**config.mk**
```make
export PLATFORM = sky130hd
export DESIGN_NAME = alu_sequencer
export DESIGN_NICKNAME = d
export VERILOG_FILES = /design/src/rtl/alu_sequencer.sv
export SDC_FILE = /design/constraint.sdc
export NUM_CORES = 1
export LEC_CHECK = 0
export ABC_AREA = 1
export CORE_ASPECT_RATIO = 0.5
export CORE_UTILIZATION = 43
export DETAILED_ROUTE_END_ITERATION = 10
export PLACE_DENSITY = 0.9
export SLEW_MARGIN = 20
export SYNTH_ARGS = -nofsm -noshare
export SYNTH_HDL_FRONTEND = slang
export SYNTH_SLANG_ARGS = --single-unit
```
**constraint.sdc**
```tcl
create_clock -name clk -period 1.8 [get_ports clk]
set_clock_uncertainty 0.05 [all_clocks]
set_input_delay 0.45 -clock clk [delete_from_list [all_inputs] [get_ports clk]]
set_output_delay 0.45 -clock clk [all_outputs]
set_load 0.01 [all_outputs]
```
**src/rtl/alu_sequencer.sv**
```systemverilog
// alu_sequencer: handshake-driven ALU controller with optional Debug_Interface scan and held result.
module alu_sequencer #(
    parameter int ALU_LAT = 1,
    parameter bit SCAN_EN = 1'b1
) (
    input  logic       clk,
    input  logic       rst,
    input  logic       cmd_valid,
    output logic       cmd_ready,
    input  logic [2:0] cmd_op,
    input  logic [3:0] cmd_a,
    input  logic [3:0] cmd_b,
    output logic [3:0] Ain,
    output logic [3:0] Bin,
    output logic [2:0] ALUop,
    input  logic [3:0] ALUout,
    output logic [1:0] dsel,
    input  logic [7:0] dout,
    output logic       dbg_valid,
    output logic [1:0] dbg_sel,
    output logic [7:0] dbg_data,
    output logic       res_valid,
    input  logic       res_ready,
    output logic [3:0] res_data,
    output logic       busy
);
    typedef enum logic [1:0] {IDLE, WAIT, SCAN, RESP} state_t;
    localparam logic [3:0] LAT_M1 = 4'(ALU_LAT - 1);
    state_t     state, state_n;
    logic [3:0] cnt, cnt_n, ain_n, bin_n, res_data_n;
    logic [2:0] aluop_n;
    logic [1:0] dsel_n, dbg_sel_n;
    logic [7:0] dbg_data_n;
    logic       dbg_valid_n, res_valid_n;
    assign cmd_ready = (state == IDLE) && !rst;
    assign busy      = (state != IDLE);
    always_comb begin
        state_n     = state;
        cnt_n       = cnt;
        ain_n       = Ain;
        bin_n       = Bin;
        aluop_n     = ALUop;
        dsel_n      = dsel;
        dbg_sel_n   = dbg_sel;
        dbg_data_n  = dbg_data;
        dbg_valid_n = 1'b0;
        res_valid_n = res_valid;
        res_data_n  = res_data;
        case (state)
            IDLE: if (cmd_valid) begin
                ain_n   = cmd_a;
                bin_n   = cmd_b;
                aluop_n = cmd_op;
                cnt_n   = LAT_M1;
                state_n = WAIT;
            end
            WAIT: if (cnt == 4'd0) begin
                res_data_n  = ALUout;
                dsel_n      = 2'd0;
                state_n     = SCAN_EN ? SCAN : RESP;
                res_valid_n = !SCAN_EN;
            end else begin
                cnt_n = cnt - 4'd1;
            end
            SCAN: begin
                dbg_data_n  = dout;
                dbg_sel_n   = dsel;
                dbg_valid_n = 1'b1;
                dsel_n      = dsel + 2'd1;
                res_valid_n = (dsel == 2'd3);
                state_n     = (dsel == 2'd3) ? RESP : SCAN;
            end
            RESP: if (res_ready) begin
                res_valid_n = 1'b0;
                state_n     = IDLE;
            end
            default: state_n = IDLE;
        endcase
    end
    always_ff @(posedge clk) begin
        if (rst) begin
            state     <= IDLE;
            cnt       <= '0;
            Ain       <= '0;
            Bin       <= '0;
            ALUop     <= '0;
            dsel      <= '0;
            dbg_valid <= 1'b0;
            dbg_sel   <= '0;
            dbg_data  <= '0;
            res_valid <= 1'b0;
            res_data  <= '0;
        end else begin
            state     <= state_n;
            cnt       <= cnt_n;
            Ain       <= ain_n;
            Bin       <= bin_n;
            ALUop     <= aluop_n;
            dsel      <= dsel_n;
            dbg_valid <= dbg_valid_n;
            dbg_sel   <= dbg_sel_n;
            dbg_data  <= dbg_data_n;
            res_valid <= res_valid_n;
            res_data  <= res_data_n;
        end
    end
endmodule

```
-- After elaboration in Yosys (flattened, before gate mapping)
Cells that the tools add are included.
Widths: inputs -> output; s select.
- output and inout port bits: 31
- register bits: 35
- input port bits: 27
- word-level logic and storage cells: 49
- add/subtract/negate cells: 2
- reductions and logical operators: 14
- equality and inequality tests: 8
- muxes and demuxes: 14
- operators by type and width (kind ; count):
    $reduce_and 3->1 ; 3
    $mux 2 ; 4
    $mux 4 ; 2
    $ne 2x2->1 const B ; 4
    $pmux 2 s4 ; 1
    $pmux 4 s2 ; 1
    $eq 2x2->1 const B ; 3
    $reduce_and 2->1 ; 3
    $reduce_bool 2->1 ; 3
    $logic_not 4->1 ; 1
    $mux 1 ; 4
    $pmux 2 s2 ; 1
    $sub 4x1->4 const B ; 1
    $pmux 1 s3 ; 1
    $reduce_bool 3->1 ; 1
    $add 2x1->2 const B ; 1
    $eq 2x1->1 const B ; 1
    $logic_not 2->1 ; 1
    $logic_and 1x1->1 ; 1
    $logic_not 1->1 ; 1

-- Longest topological paths before layout
- word-level depth: 3
- mapped depth: 10
- gate-level depth less buffers: 10

-- Least setup slack after synthesis
Ideal clock, no wire load.
- path kind: register to output
- start point: register state[0]
- end point: output port cmd_ready
- arrival time: 0.874 ns
- data required time: 1.300 ns
- path slack: 0.426 ns
- cell stages (with the launch flop): 5
- buffers on the path: 0
- path through: dfxtp_1 > inv_1 > ha_1 > inv_2 > nor2_1
- word-level cells in the longest chain between the ends: 2
- RTL lines (item ; line ; text):
    start, declared ; 29 ; state_t state, state_n;
    start signal, assigned ; 94 ; state <= state_n;
    $logic_not 2->1 ; 35 ; assign cmd_ready = (state == IDLE) && !rst;
    $logic_and 1x1->1 ; 35 ;
    end, declared ; 9 ; output logic cmd_ready,
Every way passes these cells.

-- Final worst setup path
- start point: register dsel[0]
- end point: output port dsel[0]
- RTL lines (item ; line ; text):
    start, declared ; 17 ; output logic [1:0] dsel,
    start signal, assigned ; 99 ; dsel <= dsel_n;
No word-level cell between the ends.

==> impl_metrics.toml <==
[critical_path]
cpPeakStageDelay_ns = 0.59
path_delay_family = "buffers and inverters"
arrival_ns = 1.24
cp.required_ns = 1.30
critPathBufInv = 1
setup.worst_path.start_class = "flop"
critPathCaptureType = "output pin"
crit_type = "flop to output pin"
slowest_stage = "clkdlybuf4s50_1"
path_max_fanout = 4
path_cells = "clkdlybuf4s50_1"

[global_routing]
grt_pass1_wl_mm = 6.016
grt.overflow.total = 0
antenna_found_initial = 0
grt_pass1_vias = 1416
grt_max_degree = 31
grt.total_usage = 0.2077

[synthesis]
synth_seq_cells = 35
syn_nets = 238
synth_area_leader_cell = "dfxtp_1"
synth_top_cell_area_share = 0.4678
seq_area_frac_synth = 0.4678
ys_top_cells_by_area = "dfxtp_1, nor2_1, o21ai_0, ha_1, nand2_1"
syn_avg_cell_area_um2 = 7.378
ys_types = 17
synthCells = 203
synth.cell_area_um2 = 1498
ys_warn_count = 0

[sta]
period_minus_slack_ns = 1.745
finalSetupViolCount = 0
slew_viol_final = 0
worst_pin_slew_ns = 0.3432
min_period_over_period = 0.9693
rsz0062_at_grt = "no"
hold_viol = 0
relSlewSlack = 0.7710
tns_ns = 0
fmax_ghz = 0.5732

[die]
fp.dieH_um = 43.73
start_util = 0.4750
floorplan.die_area_um2 = 3737
placementRows = 14
die_w_um = 85.46
io_pins = 58
coreArea_um2 = 3153

[place]
dp_hpwl_mm = 2.703
dp_cells = 298
port_buffers = 57
gp_congestion = 0.8037

[pwr]
pwr-share-comb = 0.499
p_seq_frac = 0.351
power_mw = 3.354
pwr-share-clk = 0.151
p_sw_frac = 0.3810
leakage_nw = 0.9628
power_density_nw_per_um2 = 1528
p_int_mw = 2.076
vdd_drop_max_v = 0.0007177
p_sw_mw = 1.278

[final_layout]
final_cell_mix = "nor2_1, clkdlybuf4s50_1, dfxtp_1"
area_delta_synth_final_pct = 46.53
final_cells = 304
diodes = 0
fin_nets = 300
layout-drive-gt1-share = 0.07955

[drt]
drc = 0
avgViaCountPerCell = 4.793
ant_nets = 0
via_count = 1457
wl_per_cell_um = 12.21
wirelength_mm = 3.712
first_pass_iters = 4
drt_iter0_drc = 73

[clock_network]
cts_made_buffers = 5
htreeDepth = 2
cts_max_path_buffers = 2
cts_tree = "done"
postCtsSetupBuffers = 0
root_buffer = "clkbuf_8"
clock_insertion_delay_worst_skew_ns = 0.27
cts_num_sinks = 35
clk_pin_slew_worst_paths_ns = 0.06

[outcome]
status = "completed"

[hold_path]
holdCritPathClass = "flop to flop"

[flow_run]
cap_violations = 0
==> through the flow <==
step                  util  cell area [µm²]  setup slack, ns  hold WS [ns]
floorplan                -             1498           0.4259        0.4158
global placement    0.6738             2125          -0.2093        0.3810
detailed placement  0.6738             2125          -0.2074        0.3900
CTS                 0.6964             2196         0.004231        0.3998
global route        0.6960             2195          0.01581        0.4126
finish              0.6960             2195          0.05528        0.3956
==> cell usage after synthesis (all sizes together) <==
library cell and n:
nor2 58, dfxtp 35, o21ai 28, nand2 24, inv 22, nand3 11
a21oi 9, ha 8, buf 5, clkbuf 3
==> flip-flops by register name, summed over array words and instances, names as in the netlist <==
register,flops
dbg_data,8
cnt,4
state,2
res_data,4
Ain,4
dbg_valid,1
res_valid,1
dsel,2
dbg_sel,2
ALUop,3
Bin,4
==> routing by layer <==
metal  track usage  vias to the layer above  wire length (µm)
met2        0.3744                       47              1822
met5             0                        -                 0
met1        0.2458                      652              1678
met3       0.04762                        4               176
met4       0.08667                        0                34
li1              -                      754                 -
==> worst reg2reg max path, stage by stage (launching register included) <==
cell     delay [ns]
dfxtp_2        0.34
inv_1          0.11
ha_1           0.32
nand3_2        0.32
nand2_2        0.22
inv_2          0.06
nor2_1         0.09
nor2_1         0.05
==> power groups by stage <==
stage,Clock (mW),Combinational (mW),Sequential [mW]
2_1_floorplan,0,0.858,1.27
4_1_cts,0.518,1.67,1.17
3_3_place_gp,0,1.60,1.17
3_5_place_dp,0,1.67,1.18
6_report,0.505,1.67,1.18
5_1_grt,0.547,1.86,1.20
==> timing repair <==
item | CTS | global route
pin swaps | 0 | 0
endpoints found under the setup margin | 2 | 2
hold buffers | 0 | 0
resized for setup | 3 | 3
==> final cells by class <==
cell class	count	area [µm²]
Fill cell	252	958.4
Sequential cell	35	701.9
Multi-Input combinational cell	138	665.6
Timing Repair Buffer	63	621.8
Inverter	22	82.58
Clock buffer	6	72.57
Tap cell	40	50.05
==> path summary, 6_finish.rpt <==
kind	slack (ns)	start	endpoint	cells after the start
max	0.06	dsel[0]	dsel[0]	1
min	0.40	res_data[3]	res_data[3]	2
max reg2reg	0.14	state[1]	cnt[0]	7
min reg2reg	0.40	res_data[3]	res_data[3]	2
==> kinds of logic (layout without fill, tap and decap cells) <==
group,Yosys count,after routing,synth area share
AO/OA/AOI/OAI,37,37,0.1236
buffers and inverters,30,91,0.08939
flip-flops,35,35,0.4678
adder cells (fa/ha/maj),8,8,0.06684
AND/OR/NAND/NOR,93,93,0.2523
Power figures use the tool's default switching activity.
